File: src/rtl/mem_port_arbiter_if.sv
// Bus bundle between two cache controllers, the shared memory port and the arbiter.
// The arbiter uses the master modport; requesters and memory model use slave.
interface mem_port_arbiter_if #(
    parameter int AW = 32,
    parameter int DW = 32
);
    logic          req0, we0, ack0, err0;
    logic [AW-1:0] addr0;
    logic [DW-1:0] wdata0, rdata0;
    logic          req1, we1, ack1, err1;
    logic [AW-1:0] addr1;
    logic [DW-1:0] wdata1, rdata1;
    logic          mem_req, mem_we, mem_ready;
    logic [AW-1:0] mem_addr;
    logic [DW-1:0] mem_wdata, mem_rdata;

    modport master (
        input  req0, we0, addr0, wdata0, req1, we1, addr1, wdata1, mem_ready, mem_rdata,
        output ack0, rdata0, err0, ack1, rdata1, err1, mem_req, mem_we, mem_addr, mem_wdata
    );

    modport slave (
        output req0, we0, addr0, wdata0, req1, we1, addr1, wdata1, mem_ready, mem_rdata,
        input  ack0, rdata0, err0, ack1, rdata1, err1, mem_req, mem_we, mem_addr, mem_wdata
    );
endinterface

File: src/rtl/mem_port_arbiter.sv
// Round-robin arbiter sharing one memory port between I-cache (0) and D-cache (1),
// holding the grant for a whole transaction and aborting stalled accesses on timeout.
module mem_port_arbiter #(
    parameter int AW      = 32,
    parameter int DW      = 32,
    parameter int TIMEOUT = 255
) (
    input  logic                  clk,
    input  logic                  rst,
    mem_port_arbiter_if.master    bus,
    output logic                  busy
);
    typedef enum logic [1:0] {S_IDLE, S_BUSY, S_RESP} state_t;

    localparam int             CW       = (TIMEOUT > 0) ? $clog2(TIMEOUT + 1) : 1;
    localparam logic [CW-1:0]  CNT_LAST = CW'((TIMEOUT > 0) ? TIMEOUT - 1 : 0);
    localparam logic [CW-1:0]  CNT_MAX  = '1;

    state_t        state_q, state_d;
    logic          last_q, last_d, owner_q, owner_d, gnt;
    logic [CW-1:0] cnt_q, cnt_d;
    logic          req_q, req_d, we_q, we_d, busy_q, busy_d;
    logic [AW-1:0] addr_q, addr_d;
    logic [DW-1:0] wdata_q, wdata_d, rdata0_q, rdata0_d, rdata1_q, rdata1_d;
    logic [1:0]    ack_q, ack_d, err_q, err_d;

    // NOTE: every value written here gets a default first so no path leaves it unassigned (no latches).
    always_comb begin
        state_d  = state_q;
        last_d   = last_q;
        owner_d  = owner_q;
        gnt      = 1'b0;
        cnt_d    = cnt_q;
        req_d    = req_q;
        we_d     = we_q;
        addr_d   = addr_q;
        wdata_d  = wdata_q;
        rdata0_d = rdata0_q;
        rdata1_d = rdata1_q;
        ack_d    = 2'b00;
        err_d    = 2'b00;
        case (state_q)
            S_IDLE: begin
                if (bus.req0 || bus.req1) begin
                    // On a tie the port that did not win last time goes first.
                    gnt     = (bus.req0 && bus.req1) ? ~last_q : bus.req1;
                    owner_d = gnt;
                    we_d    = gnt ? bus.we1    : bus.we0;
                    addr_d  = gnt ? bus.addr1  : bus.addr0;
                    wdata_d = gnt ? bus.wdata1 : bus.wdata0;
                    req_d   = 1'b1;
                    cnt_d   = '0;
                    state_d = S_BUSY;
                end
            end
            S_BUSY: begin
                if (bus.mem_ready) begin
                    req_d          = 1'b0;
                    ack_d[owner_q] = 1'b1;
                    state_d        = S_RESP;
                    if (!we_q) begin
                        if (owner_q) rdata1_d = bus.mem_rdata;
                        else         rdata0_d = bus.mem_rdata;
                    end
                end else if (TIMEOUT != 0 && cnt_q == CNT_LAST) begin
                    req_d          = 1'b0;
                    ack_d[owner_q] = 1'b1;
                    err_d[owner_q] = 1'b1;
                    state_d        = S_RESP;
                end else if (cnt_q != CNT_MAX) begin
                    cnt_d = cnt_q + 1'b1;
                end
            end
            S_RESP: begin
                last_d  = owner_q;
                state_d = S_IDLE;
            end
            default: state_d = S_IDLE;
        endcase
        busy_d = (state_d != S_IDLE);
    end

    // NOTE: sequential state uses non-blocking assignments so every register samples pre-edge values.
    always_ff @(posedge clk or negedge rst) begin
        if (!rst) begin
            state_q  <= S_IDLE;
            last_q   <= 1'b1;
            owner_q  <= 1'b0;
            cnt_q    <= '0;
            req_q    <= 1'b0;
            we_q     <= 1'b0;
            addr_q   <= '0;
            wdata_q  <= '0;
            rdata0_q <= '0;
            rdata1_q <= '0;
            ack_q    <= 2'b00;
            err_q    <= 2'b00;
            busy_q   <= 1'b0;
        end else begin
            state_q  <= state_d;
            last_q   <= last_d;
            owner_q  <= owner_d;
            cnt_q    <= cnt_d;
            req_q    <= req_d;
            we_q     <= we_d;
            addr_q   <= addr_d;
            wdata_q  <= wdata_d;
            rdata0_q <= rdata0_d;
            rdata1_q <= rdata1_d;
            ack_q    <= ack_d;
            err_q    <= err_d;
            busy_q   <= busy_d;
        end
    end

    assign bus.mem_req   = req_q;
    assign bus.mem_we    = we_q;
    assign bus.mem_addr  = addr_q;
    assign bus.mem_wdata = wdata_q;
    assign bus.ack0      = ack_q[0];
    assign bus.ack1      = ack_q[1];
    assign bus.err0      = err_q[0];
    assign bus.err1      = err_q[1];
    assign bus.rdata0    = rdata0_q;
    assign bus.rdata1    = rdata1_q;
    assign busy          = busy_q;
endmodule

File: src/flat_wrapper.sv
// flat-port wrapper written by rule: the top's interface ports become plain ports
module mem_port_arbiter_flat 
#(
    parameter int AW      = 32,
    parameter int DW      = 32,
    parameter int TIMEOUT = 255
)
  (clk, rst, busy, bus_req0, bus_we0, bus_addr0, bus_wdata0, bus_req1, bus_we1, bus_addr1, bus_wdata1, bus_mem_ready, bus_mem_rdata, bus_ack0, bus_rdata0, bus_err0, bus_ack1, bus_rdata1, bus_err1, bus_mem_req, bus_mem_we, bus_mem_addr, bus_mem_wdata);
  mem_port_arbiter_if #(.AW(AW), .DW(DW)) bus_i ();
  input  logic clk;
  input  logic rst;
  output logic busy;
  input wire logic [$bits(bus_i.req0)-1:0] bus_req0;
  input wire logic [$bits(bus_i.we0)-1:0] bus_we0;
  input wire logic [$bits(bus_i.addr0)-1:0] bus_addr0;
  input wire logic [$bits(bus_i.wdata0)-1:0] bus_wdata0;
  input wire logic [$bits(bus_i.req1)-1:0] bus_req1;
  input wire logic [$bits(bus_i.we1)-1:0] bus_we1;
  input wire logic [$bits(bus_i.addr1)-1:0] bus_addr1;
  input wire logic [$bits(bus_i.wdata1)-1:0] bus_wdata1;
  input wire logic [$bits(bus_i.mem_ready)-1:0] bus_mem_ready;
  input wire logic [$bits(bus_i.mem_rdata)-1:0] bus_mem_rdata;
  output wire logic [$bits(bus_i.ack0)-1:0] bus_ack0;
  output wire logic [$bits(bus_i.rdata0)-1:0] bus_rdata0;
  output wire logic [$bits(bus_i.err0)-1:0] bus_err0;
  output wire logic [$bits(bus_i.ack1)-1:0] bus_ack1;
  output wire logic [$bits(bus_i.rdata1)-1:0] bus_rdata1;
  output wire logic [$bits(bus_i.err1)-1:0] bus_err1;
  output wire logic [$bits(bus_i.mem_req)-1:0] bus_mem_req;
  output wire logic [$bits(bus_i.mem_we)-1:0] bus_mem_we;
  output wire logic [$bits(bus_i.mem_addr)-1:0] bus_mem_addr;
  output wire logic [$bits(bus_i.mem_wdata)-1:0] bus_mem_wdata;
  assign bus_i.req0 = bus_req0;
  assign bus_i.we0 = bus_we0;
  assign bus_i.addr0 = bus_addr0;
  assign bus_i.wdata0 = bus_wdata0;
  assign bus_i.req1 = bus_req1;
  assign bus_i.we1 = bus_we1;
  assign bus_i.addr1 = bus_addr1;
  assign bus_i.wdata1 = bus_wdata1;
  assign bus_i.mem_ready = bus_mem_ready;
  assign bus_i.mem_rdata = bus_mem_rdata;
  assign bus_ack0 = bus_i.ack0;
  assign bus_rdata0 = bus_i.rdata0;
  assign bus_err0 = bus_i.err0;
  assign bus_ack1 = bus_i.ack1;
  assign bus_rdata1 = bus_i.rdata1;
  assign bus_err1 = bus_i.err1;
  assign bus_mem_req = bus_i.mem_req;
  assign bus_mem_we = bus_i.mem_we;
  assign bus_mem_addr = bus_i.mem_addr;
  assign bus_mem_wdata = bus_i.mem_wdata;
  mem_port_arbiter #(.AW(AW), .DW(DW), .TIMEOUT(TIMEOUT)) u_core (.clk(clk), .rst(rst), .bus(bus_i), .busy(busy));
endmodule
File: config.mk
export PLATFORM = sky130hd
export DESIGN_NAME = mem_port_arbiter_flat
export DESIGN_NICKNAME = d
export VERILOG_FILES = /design/src/rtl/mem_port_arbiter_if.sv /design/src/rtl/mem_port_arbiter.sv /design/src/flat_wrapper.sv
export SDC_FILE = /design/constraint.sdc
export NUM_CORES = 1
export LEC_CHECK = 0
export CORE_ASPECT_RATIO = 0.6
export CORE_MARGIN = 2
export CORE_UTILIZATION = 41
export CTS_CLUSTER_SIZE = 16
export DETAILED_ROUTE_END_ITERATION = 8
export PLACE_DENSITY_LB_ADDON = 0.05
export SLEW_MARGIN = 30
export SYNTH_ARGS = -nofsm -noshare
export SYNTH_HDL_FRONTEND = slang
export SYNTH_SLANG_ARGS = --single-unit
File: constraint.sdc
create_clock -name clk -period 2 [get_ports clk]
set_clock_uncertainty 0.1 [all_clocks]
set_input_delay 0.6 -clock clk [delete_from_list [all_inputs] [get_ports clk]]
set_output_delay 0.6 -clock clk [all_outputs]
set_load 0.03 [all_outputs]
==> out/results.env, run 1 <==
OUTCOME='finished with violations'
FAILING_CHECKS='hold timing'
YS_DOMINANT_REG_CELL='dfrtp_1'
PERIOD_NEEDED_PS=1920
ARRIVAL_PS=1220
CRIT_FAMILY='buffers and inverters'
FINAL-MAX-SLEW-VIOLATION-COUNT=0
YOSYS-TOP-CELLS-AREA='dfrtp_1 (59%), mux2_2 (11%), mux2i_1 (10%)'
VDD.IR_DROP.WORST_mV=0.814
GLOBALROUTE.TOTALOVERFLOW=0
WL_PER_CELL_UM=17.5
NETLIST_INSTANCES=500
GROUTE.USAGE.OVERALL=0.231
SYN_NETS=669
POST_SYNTHESIS_SEQUENTIAL_AREA_RATIO=0.592
LAYOUT-DRIVE-GT1-SHARE=0.166
REGTOREGENDPOINT='u_core.cnt_q[5]'
FINAL_CORE_UTILIZATION=0.698
INSERTION_DELAY_PS=410
SYNTH_XOR_AREA_FRAC=0
FILLERINSTANCES=1164
CTS-HTREE-LEVELS=4
TIMING.MAX_CAP.VIOLATIONS=0
NUMBER_OF_SYNTHESIZED_FLOPS_WITH_AN_ENABLE_PIN=0
TIMING.CRITICAL_PATH.FROM_TYPE='flop'
SYNTHTOLAYOUTAREAGROWTH_PCT=64.5
DETAILED_PLACE_HPWL_UM=14000
MAX_SLEW.WORST_PIN.SLEW_PS=423
DETAIL-ROUTE-ANTENNA-NETS=0
FINAL.SETUP.WORST_SLACK_PS=79.3
PATH_CELLS='dlygate4sd2_1'
SYNTH_AREA_LEADER_CELL='dfrtp_1'
LEAK_nW=4.78
SLEW_HEADROOM=0.718
CRITPATHMAXFANOUT=2
TIMING.FINAL.CRIT_SHARE=0.960
FP.DIEAREA_MM2=0.0162
CTS_BUFS_INSERTED=17
CRIT_PATH_END_KIND='output pin'
SYNTH_LARGEST_TYPE_AREA_FRACTION=0.588
YS_SEQ_ELEMENTS=147
LAYOUT.CELL_AREA.NON_FILLER_MM2=0.0102
REPORT.FINAL.SETUP_VIOL=0
TIMING.FMAX_MHz=521
LARGEST_FAMILY_OF_LOGIC_CELLS_BY_SYNTHESIZED_AREA='multiplexers'
SWITCHINGPOWER_mW=6.95
GRT_PASS1_WL_UM=29000
REG_TO_REG_START='u_core.cnt_q[0]'
IO_PINS=302
CTS-ROOT-TO-SINK-BUFFERS=2
PWR_CELL_AREA_mW_PER_MM2=1600
CLOCK_SINKS=147
DETAIL_ROUTE.VIAS_PER_CELL=4.93
SHARE_SEQ_OF_TOTAL_POWER=0.316
PWR-SHARE-CLK=0.196
CP_SLOWEST_CELL='dlygate4sd2_1'
POST_DP_CELL_AREA_MM2=0.00978
SYNTHARSTFLOPSHARE=1.00
ANTENNA_FOUND_INITIAL=0
DRC=0
CRITICAL_PATH.N_BUFFERS_INVERTERS=1
ROW_COUNT=34
VIA_COUNT_OF_THE_ROUTED_DESIGN=5096
WORST_PATH_LARGEST_CELL_DELAY_PS=430
CLOCK_TREE_FROM_TRITONCTS='done'
INITIAL_UTILIZATION=0.425
CORE_REGION_AREA_MM2=0.0146
NETLIST-CELL-TYPE-COUNT=38
TIMING.CRITICAL_PATH.REQUIRED_PS=1300
DPL_WORST_SLACK_PS=-288
DR.PASS1.ITERS=4
POST_SYNTH_FA_HA_MAJ_AREA_FRACTION=0.00403
SETUP.REG_TO_REG.WORST_SLACK_PS=120
CTSROOTBUFFERMASTER='clkbuf_16'
SYNTH-COMPOUND-AREA-SHARE=0.0789
REG2REG_DEPTH=7
MIN-DELAY-PATH-CLASS='input pin to async pin'
YOSYS_WARNINGS=0
FINAL_NETS=992
ANTENNADIODECOUNT=0
REPORT.FINAL.HOLD_VIOL_COUNT=8
FINALWEIGHTEDCONGESTION=0.800
YOSYS-MUX-AREA-FRACTION=0.223
CLK_PIN_SLEW_WORST_PATHS_PS=70
FINAL.HOLD.WORST_SLACK_PS=-8.75
SYNTH_AREA_PER_CELL_UM2=12.4
POWER.SWITCHING_FRACTION=0.425
PORTBUFFERS=301
GRT_SETUP_UNREPAIRED='false'
WIRELENGTH_UM=18100
DIE_Y_UM=99.4
POWER_FRAC_COMB=0.488
P_INT_mW=9.39
SYNTH_SIMPLE_GATE_AREA_FRAC=0.0759
MAPPEDNETLISTAREA_MM2=0.00621
DIE-WIDTH_UM=163
DETAIL_ROUTE.ITER0.VIOLATIONS=154
MAXIMUM_NUMBER_OF_PINS_ON_ONE_NET_BEFORE_GLOBAL_ROUTE_REPAIR=41
CRITPATHKIND='flop to output pin'
GRT_PASS1_VIAS=5615
FIN_TNS_SETUP_PS=0
placed cells by master, fill, tap and decap left out, drive strengths merged, types with 4 or more instances in the layout:
cell type | Yosys | routed
a21oi | 4 | 4
buf | 19 | 35
clkbuf | 11 | 18
clkdlybuf4s50 | 0 | 165
dfrtp | 146 | 146
dlygate4sd2 | 0 | 134
inv | 3 | 11
mux2 | 65 | 65
mux2i | 65 | 65
nand2 | 69 | 69
nand3 | 8 | 8
nor2 | 5 | 5
o21ai | 70 | 70
through the flow:
step                      power [mW]  instances
after floorplan                 9.90        500
after global placement          14.0       1001
after detailed placement        14.2       1001
after CTS                       16.5       1033
after global routing            17.2       1034
final                           16.3       1034
Yosys cell counts (3+ instances only):
library cell,number
nand2_1,69
o21ai_0,69
a31oi_1,3
nor2_1,5
buf_4,7
mux2i_1,65
mux2_2,63
o21a_1,3
dfrtp_1,146
inv_1,3
buf_2,11
a21oi_1,4
nand3_1,8
clkbuf_1,11
worst reg2reg max path, cell delays in order, from the launching register on:
cell      delay, ps
dfrtp_1         450
inv_1            80
ha_1            210
o211ai_1        180
buf_4           160
o21ai_2          60
or4_1           470
nand3_1         100
state kept, by name, indices dropped and copies added, names as in the netlist:
name	cells
u_core.ack_q	2
u_core.bus.mem_addr	32
u_core.bus.mem_req	1
u_core.bus.mem_wdata	32
u_core.bus.mem_we	1
u_core.bus.rdata0	32
u_core.bus.rdata1	32
u_core.busy	1
u_core.cnt_q	8
u_core.err_q	2
u_core.last_q	1
u_core.owner_q	1
u_core.state_q	2
cell families after synthesis:
group | Yosys count
AND/OR/NAND/NOR | 99
buffers and inverters | 33
adder cells (fa/ha/maj) | 2
AO/OA/AOI/OAI | 89
flip-flops | 147
multiplexers | 130
power groups by stage:
stage / combinational (mW) / clock, mW / sequential [mW]
floorplan: 2.13 / 0 / 7.77
global placement: 8.82 / 0 / 5.17
detailed placement: 8.98 / 0 / 5.25
CTS: 8.08 / 3.27 / 5.18
global route: 8.48 / 3.40 / 5.37
finish: 7.97 / 3.20 / 5.16
worst max-delay path by stage:
stage,from,endpoint,slack [ps],cells after the start
detailed placement,bus_mem_ready,u_core.cnt_q[6],-290,7
floorplan,u_core.cnt_q[0],u_core.cnt_q[5],240,5
global route,bus_mem_ready,u_core.cnt_q[6],2,7
global placement,bus_req0,u_core.bus.mem_req,-210,7
finish,u_core.bus.rdata0[1],bus_rdata0[1],80,1
CTS,u_core.bus.mem_wdata[10],bus_mem_wdata[10],70,1
area by class of cell:
class / instances / area, µm² / share of cell area
clock inverter: 14 / 166 / 0.0163
clock buffer: 18 / 429 / 0.0420
multi-input combinational: 320 / 2390 / 0.234
timing repair buffer: 334 / 3290 / 0.322
tap: 198 / 248 / 0.0242
sequential: 147 / 3680 / 0.360
inverter: 3 / 11.3 / 0.00110
layer usage:
layer,share of wire,GRT usage,vias up,wire (µm)
met4,0.027,0.0905,0,482
met5,0,0,-,0
li1,-,-,2408,-
met1,0.38,0.256,2466,6840
met3,0.087,0.0859,41,1580
met2,0.51,0.408,181,9160
timing repair:
item,4_1_cts,5_1_grt
setup buffers,0,1
hold buffers,0,0
pin swaps,0,1
setup endpoints to repair,134,1
gates resized for setup,134,0
Note: power is estimated with default switching activity, not from simulation.
==> run 2, diff against run 1 <==
--- a/config.mk
+++ b/config.mk
@@ -10,7 +10,9 @@
 export CORE_UTILIZATION = 41
 export CTS_CLUSTER_SIZE = 16
 export DETAILED_ROUTE_END_ITERATION = 8
+export GPL_ROUTABILITY_DRIVEN = 0
 export PLACE_DENSITY_LB_ADDON = 0.05
+export REMOVE_ABC_BUFFERS = 1
 export SLEW_MARGIN = 30
 export SYNTH_ARGS = -nofsm -noshare
 export SYNTH_HDL_FRONTEND = slang
==> run 2 against run 1 <==
Effect of this change: the flow now finishes without violations; global-route usage shrank 0.54 points; clock-buffer cell count stayed put; maximum frequency hardly changed; total power decreased by 2.9%; utilization down 0.66 points; register-to-register slack worse by 20 ps; cell count up 0.19%; first-iteration DRC count up 32%.
==> out/results.env, run 2 (synthesis gave the netlist of run 1 again) <==
FILLERINSTANCES=1133  # -2.7%
SHARE_SEQ_OF_TOTAL_POWER=0.325  # +0.009
ANTENNA_FOUND_INITIAL=0  # unchanged
SETUP.REG_TO_REG.WORST_SLACK_PS=100  # -20 ps
PATH_CELLS='dlygate4sd2_1'
ARRIVAL_PS=1220  # about the same
TIMING.CRITICAL_PATH.REQUIRED_PS=1300  # about the same
CP_SLOWEST_CELL='dlygate4sd2_1'
MET2_USAGE=0.389  # -0.0199
WORST_PATH_LARGEST_CELL_DELAY_PS=460  # +30 ps
GLOBALROUTE.TOTALOVERFLOW=0  # unchanged
P_INT_mW=8.94  # -4.7%
IO_PINS=302  # unchanged
DETAIL_ROUTE.VIAS_PER_CELL=4.90  # -0.57%
ANTENNADIODECOUNT=0  # unchanged
TIMING.FINAL.CRIT_SHARE=0.960  # about the same
DETAIL_ROUTE.ITER0.VIOLATIONS=203  # +32%
DR.PASS1.ITERS=4  # unchanged
PWR-SHARE-CLK=0.189  # -0.007
FINAL_CORE_UTILIZATION=0.692  # -0.00658
GRT_SETUP_UNREPAIRED='false'
CRITICAL_HOLD_PATH_STARTPOINT='u_core.bus.mem_wdata[12]'
CTS_SETUP_BUFFERS=0  # unchanged
PERIOD_NEEDED_PS=1920  # -1.48 ps
CRIT_PATH_END_KIND='output pin'
VDD.IR_DROP.WORST_mV=0.907  # +11%
FINAL_NETS=994  # +0.20%
CLOCK_TREE_FROM_TRITONCTS='done'
CORE_REGION_AREA_MM2=0.0146  # unchanged
POWER.SWITCHING_FRACTION=0.436  # +0.0107
WIRELENGTH_UM=17700  # -2.1%
MAX_SLEW.WORST_PIN.SLEW_PS=405  # -17.9 ps
POWER_FRAC_COMB=0.485  # -0.003
MOSTFREQUENTLAYOUTCELL='clkdlybuf4s50_1'
DETAILED_PLACE_HPWL_UM=13600  # -2.6%
CLOCK_SINKS=147  # unchanged
GROUTE.USAGE.OVERALL=0.226  # -0.00538
CTS-HTREE-LEVELS=4  # unchanged
CTS-ROOT-TO-SINK-BUFFERS=2  # unchanged
MAXIMUM_NUMBER_OF_PINS_ON_ONE_NET_BEFORE_GLOBAL_ROUTE_REPAIR=94  # +130%
INSTANCES_NO_FILL=1036  # +0.19%
MOSTFREQUENTLAYOUTCELLS='clkdlybuf4s50_1 (165), dfrtp_1 (146), dlygate4sd2_1 (134)'
DETAIL-ROUTE-ANTENNA-NETS=0  # unchanged
DIE_Y_UM=99.4  # unchanged
TIMING.CRITICAL_PATH.FROM_TYPE='flop'
GLOBALROUTEMET3UTIL=0.0859  # unchanged
CTS_BUFS_INSERTED=17  # unchanged
FINAL.HOLD.WORST_SLACK_PS=370  # +379 ps
ROW_COUNT=34  # unchanged
REG_TO_REG_START='u_core.cnt_q[0]'
LAYOUT-DRIVE-GT1-SHARE=0.168  # +0.00199
PLACED_CELLS_INCL_TAPS=1003  # +0.20%
CRITPATHKIND='flop to output pin'
OUTCOME='completed'
MIN-DELAY-PATH-CLASS='flop to flop'
CRITPATHLAUNCH='u_core.bus.mem_addr[6]'
TIMING.FMAX_MHz=521  # about the same
SWITCHINGPOWER_mW=6.92  # -0.48%
DRC=0  # unchanged
VIA_COUNT_OF_THE_ROUTED_DESIGN=5077  # -0.37%
FF_LATCH_AREA_MM2=0.00368  # unchanged
SYNTHTOLAYOUTAREAGROWTH_PCT=62.9
LEAK_nW=4.75  # -0.59%
WL_PER_CELL_UM=17.1  # -2.3%
REPORT.FINAL.HOLD_VIOL_COUNT=0  # -8
CRIT_FAMILY='buffers and inverters'
PWR_CELL_AREA_mW_PER_MM2=1570  # -2.0%
DIE-WIDTH_UM=163  # unchanged
GRT_PASS1_VIAS=5498  # -2.1%
CTSROOTBUFFERMASTER='clkbuf_16'
GLOBALROUTEMET1UTIL=0.253  # -0.00313
CRITICAL_PATH.N_BUFFERS_INVERTERS=1  # unchanged
CRITPATHMAXFANOUT=2  # unchanged
INITIAL_UTILIZATION=0.425  # unchanged
MULTI_INPUT_AREA_MM2=0.00239  # unchanged
INSERTION_DELAY_PS=410  # about the same
FINAL-MAX-SLEW-VIOLATION-COUNT=0  # unchanged
SLEW_HEADROOM=0.730  # +0.0119
PORTBUFFERS=301  # unchanged
GRT_PASS1_WL_UM=28000  # -3.4%
REPORT.FINAL.SETUP_VIOL=0  # unchanged
FIN_TNS_SETUP_PS=0  # unchanged
FP.DIEAREA_MM2=0.0162  # unchanged
GRT-BUSIEST-LAYER='met2'
CLK_PIN_SLEW_WORST_PATHS_PS=60  # about the same
TIMING.MAX_CAP.VIOLATIONS=0  # unchanged
[run 2: repair_timing]
action,in CTS,in global routing
hold buffers,1,0
resized for setup,134,0
hold endpoints to repair,5,0
setup endpoints to repair,134,0
[run 2: power groups by stage]
stage / clock (mW) / sequential, mW / combinational [mW]
2_1_floorplan: 0 / 7.92 / 1.95
3_3_place_gp: 0 / 5.17 / 8.58
3_5_place_dp: 0 / 5.26 / 8.70
4_1_cts: 3.07 / 5.18 / 7.79
5_1_grt: 3.19 / 5.35 / 8.19
6_report: 3.01 / 5.16 / 7.70
[run 2: worst min-delay path: cells and delay by family, from the launching register on]
kind	cells	cell delay, ps
flops	1	330
simple gates	1	40
compound gates	1	60
[run 2: cell type report]
class                           count  share of cell area
Tap cell                          198              0.0245
Sequential cell                   147               0.364
Multi-Input combinational cell    320               0.236
Inverter                            3             0.00111
Clock inverter                     14              0.0116
Clock buffer                       18              0.0434
Timing Repair Buffer              336               0.320
[run 2: metal layers]
layer / vias up / wire length, µm
met3: 38 / 1650
met2: 188 / 8810
li1: 2410 / -
met5: - / 0
met4: 0 / 563
met1: 2441 / 6660
[run 2: final timing paths]
kind / endpoint / cells past startpoint
setup / recovery: bus_mem_addr[6] / 1
hold / removal: u_core.bus.mem_wdata[12] / 2
setup reg to reg: u_core.cnt_q[5] / 5
hold reg to reg: u_core.bus.mem_wdata[12] / 2
max in group asynchronous: u_core.last_q / 3
min in group asynchronous: u_core.bus.mem_wdata[31] / 2
[run 2: metrics by stage]
| stage | setup slack, ps | power, mW | cell area, µm² |
|---|---|---|---|
| 6_report | 80.8 | 15.9 | 10100 |
| 5_1_grt | 19.0 | 16.7 | 10100 |
| 4_1_cts | 61.7 | 16.0 | 10100 |
| 3_5_place_dp | -265 | 14.0 | 9720 |
| 3_3_place_gp | -231 | 13.7 | 9720 |
| 2_1_floorplan | -5920 | 9.88 | 6060 |
==> run 3, diff against run 2 <==
--- a/config.mk
+++ b/config.mk
@@ -11,7 +11,7 @@
 export CTS_CLUSTER_SIZE = 16
 export DETAILED_ROUTE_END_ITERATION = 8
 export GPL_ROUTABILITY_DRIVEN = 0
-export PLACE_DENSITY_LB_ADDON = 0.05
+export PLACE_DENSITY = 0.81
 export REMOVE_ABC_BUFFERS = 1
 export SLEW_MARGIN = 30
 export SYNTH_ARGS = -nofsm -noshare
==> run 3 against run 2 <==
Effect of this change: clock power rose by 12%; largest power group unchanged; first-iteration DRC count rose by 38%; maximum frequency fell by 0.53%.
==> out/results.env, run 3 (synthesis gave the netlist of run 1 again) <==
GROUTE.USAGE.OVERALL=0.243  # +0.0172
MOSTFREQUENTLAYOUTCELL='clkdlybuf4s50_1'
CTS-HTREE-LEVELS=4  # unchanged
DETAIL_ROUTE.ITER0.VIOLATIONS=281  # +38%
TIMING.CRITICAL_PATH.REQUIRED_PS=1300  # about the same
CORE_REGION_AREA_MM2=0.0146  # unchanged
POST-LAYOUT-TOTAL-POWER_mW=16.5  # +4.0%
IO_PINS=302  # unchanged
OUTCOME='completed'
INSERTION_DELAY_PS=410  # about the same
VDD.IR_DROP.WORST_mV=0.903  # -0.40%
MAX_SLEW.WORST_PIN.SLEW_PS=386  # -19.2 ps
CRITPATHMAXFANOUT=2  # unchanged
DETAIL-ROUTE-ANTENNA-NETS=0  # unchanged
MAXIMUM_NUMBER_OF_PINS_ON_ONE_NET_BEFORE_GLOBAL_ROUTE_REPAIR=47  # -50%
CTSROOTBUFFERMASTER='clkbuf_16'
PWR_CELL_AREA_mW_PER_MM2=1620  # +3.7%
LEAK_nW=4.76  # +0.12%
WORST_PATH_LARGEST_CELL_DELAY_PS=440  # -20 ps
FINAL.HOLD.WORST_SLACK_PS=375  # +5.30 ps
GLOBALROUTE.TOTALOVERFLOW=0  # unchanged
MIN-DELAY-PATH-CLASS='flop to flop'
REPORT.FINAL.SETUP_VIOL=0  # unchanged
DR.PASS1.ITERS=5  # +1
PATH_CELLS='dlygate4sd2_1'
TIMING.FMAX_MHz=518  # -0.53%
FINAL_NETS=990  # -0.40%
CLK_PIN_SLEW_WORST_PATHS_PS=70  # about the same
FF_LATCH_AREA_MM2=0.00368  # unchanged
TIMING.FINAL.CRIT_SHARE=0.965  # +0.00508
CRITPATHKIND='flop to output pin'
VIA_COUNT_OF_THE_ROUTED_DESIGN=5146  # +1.4%
DRC=0  # unchanged
LAYOUT-DRIVE-GT1-SHARE=0.162  # -0.00619
CRIT_PATH_END_KIND='output pin'
FILLERINSTANCES=1132  # -0.088%
GRT_SETUP_UNREPAIRED='false'
MULTI_INPUT_AREA_MM2=0.00239  # unchanged
DIE_Y_UM=99.4  # unchanged
DETAIL_ROUTE.VIAS_PER_CELL=4.99  # +1.9%
GRT_PASS1_WL_UM=30300  # +7.9%
ANTENNADIODECOUNT=0  # unchanged
DETAILED_PLACE_HPWL_UM=14500  # +6.2%
CTS-ROOT-TO-SINK-BUFFERS=2  # unchanged
DIE-WIDTH_UM=163  # unchanged
TIMING.CRITICAL_PATH.FROM_TYPE='flop'
PORTBUFFERS=301  # unchanged
WL_PER_CELL_UM=18.5  # +8.6%
CRITICAL_PATH.N_BUFFERS_INVERTERS=1  # unchanged
ARRIVAL_PS=1230  # about the same
SLEW_HEADROOM=0.744  # +0.0139
FP.DIEAREA_MM2=0.0162  # unchanged
FINAL_CORE_UTILIZATION=0.694  # +0.00214
PERIOD_NEEDED_PS=1930  # +10.2 ps
TIMING.MAX_CAP.VIOLATIONS=0  # unchanged
REPORT.FINAL.HOLD_VIOL_COUNT=0  # unchanged
SYNTHTOLAYOUTAREAGROWTH_PCT=63.4
CLOCK_SINKS=147  # unchanged
GRT_PASS1_VIAS=5690  # +3.5%
FINAL-MAX-SLEW-VIOLATION-COUNT=0  # unchanged
CP_SLOWEST_CELL='dlygate4sd2_1'
CRIT_FAMILY='buffers and inverters'
WIRELENGTH_UM=19100  # +8.0%
CTS_BUFS_INSERTED=17  # unchanged
INITIAL_UTILIZATION=0.425  # unchanged
CLOCK_TREE_FROM_TRITONCTS='done'
ROW_COUNT=34  # unchanged
ANTENNA_FOUND_INITIAL=0  # unchanged
MOSTFREQUENTLAYOUTCELLS='clkdlybuf4s50_1 (165), dfrtp_1 (146), dlygate4sd2_1 (135)'
[run 3: changes by cell type in the layout (fill, tap and decap cells not counted)]
cell,previous run,this run
clkbuf_8,1,0
bufinv_16,0,3
inv_8,2,3
clkinv_4,2,1
dlygate4sd2_1,134,135
inv_6,6,5
clkinv_2,2,0
buf_4,25,20
[run 3: metrics by stage]
stage | instance area [µm²] | setup TNS, ps | setup slack, ps | instances
after global routing | 10200 | 0 | 20.4 | 1031
after global placement | 9700 | -25980 | -237 | 999
after CTS | 10200 | 0 | 57.5 | 1031
after floorplan | 6060 | -437200 | -5920 | 470
final | 10200 | 0 | 70.7 | 1031
after detailed placement | 9700 | -30520 | -323 | 999
[run 3: path summary, 6_finish.rpt]
kind / from / end / slack, ps / cells past startpoint
worst min register to register: u_core.bus.mem_wdata[4] / u_core.bus.mem_wdata[4] / 380 / 2
max in group asynchronous: rst / u_core.last_q / 630 / 3
worst min-delay path: u_core.bus.mem_wdata[4] / u_core.bus.mem_wdata[4] / 380 / 2
min in group asynchronous: rst / u_core.bus.mem_addr[8] / 570 / 2
worst max-delay path: u_core.bus.mem_wdata[26] / bus_mem_wdata[26] / 70 / 1
worst max register to register: u_core.cnt_q[0] / u_core.cnt_q[5] / 140 / 5
[run 3: tightest hold or removal path, delay by kind of cell (launching register included)]
kind             cells  cell delay, ps
AO/OA/AOI/OAI        1              60
flip-flops           1             340
AND/OR/NAND/NOR      1              40
[run 3: per-layer routing]
layer  vias up  track usage  wire (µm)
met1      2538        0.292       7870
met4         0       0.0694        293
met2       175        0.434       9790
met3        25       0.0655       1150
met5         -            0          0
li1       2408            -          -
[run 3: final cells by class]
class	count	area share
inverters	3	0.00111
well taps	198	0.0244
repair buffers	332	0.316
clock buffers	17	0.0419
clock inverters	14	0.0189
flip-flops and latches	147	0.362
multi-input cells	320	0.236
[run 3: report_power, final]
| group | switching, mW | leakage (nW) | internal, mW |
|---|---|---|---|
| Sequential | 0.826 | 1.80 | 4.38 |
| Clock | 1.35 | 0.297 | 2.01 |
| Combinational | 4.89 | 2.66 | 3.04 |
[run 3: what timing repair did]
action	in CTS	in global routing
endpoints found under the hold margin	27	0
hold buffers	1	0
resized for setup	135	0
endpoints found under the setup margin	135	0
buffers inserted	0	0
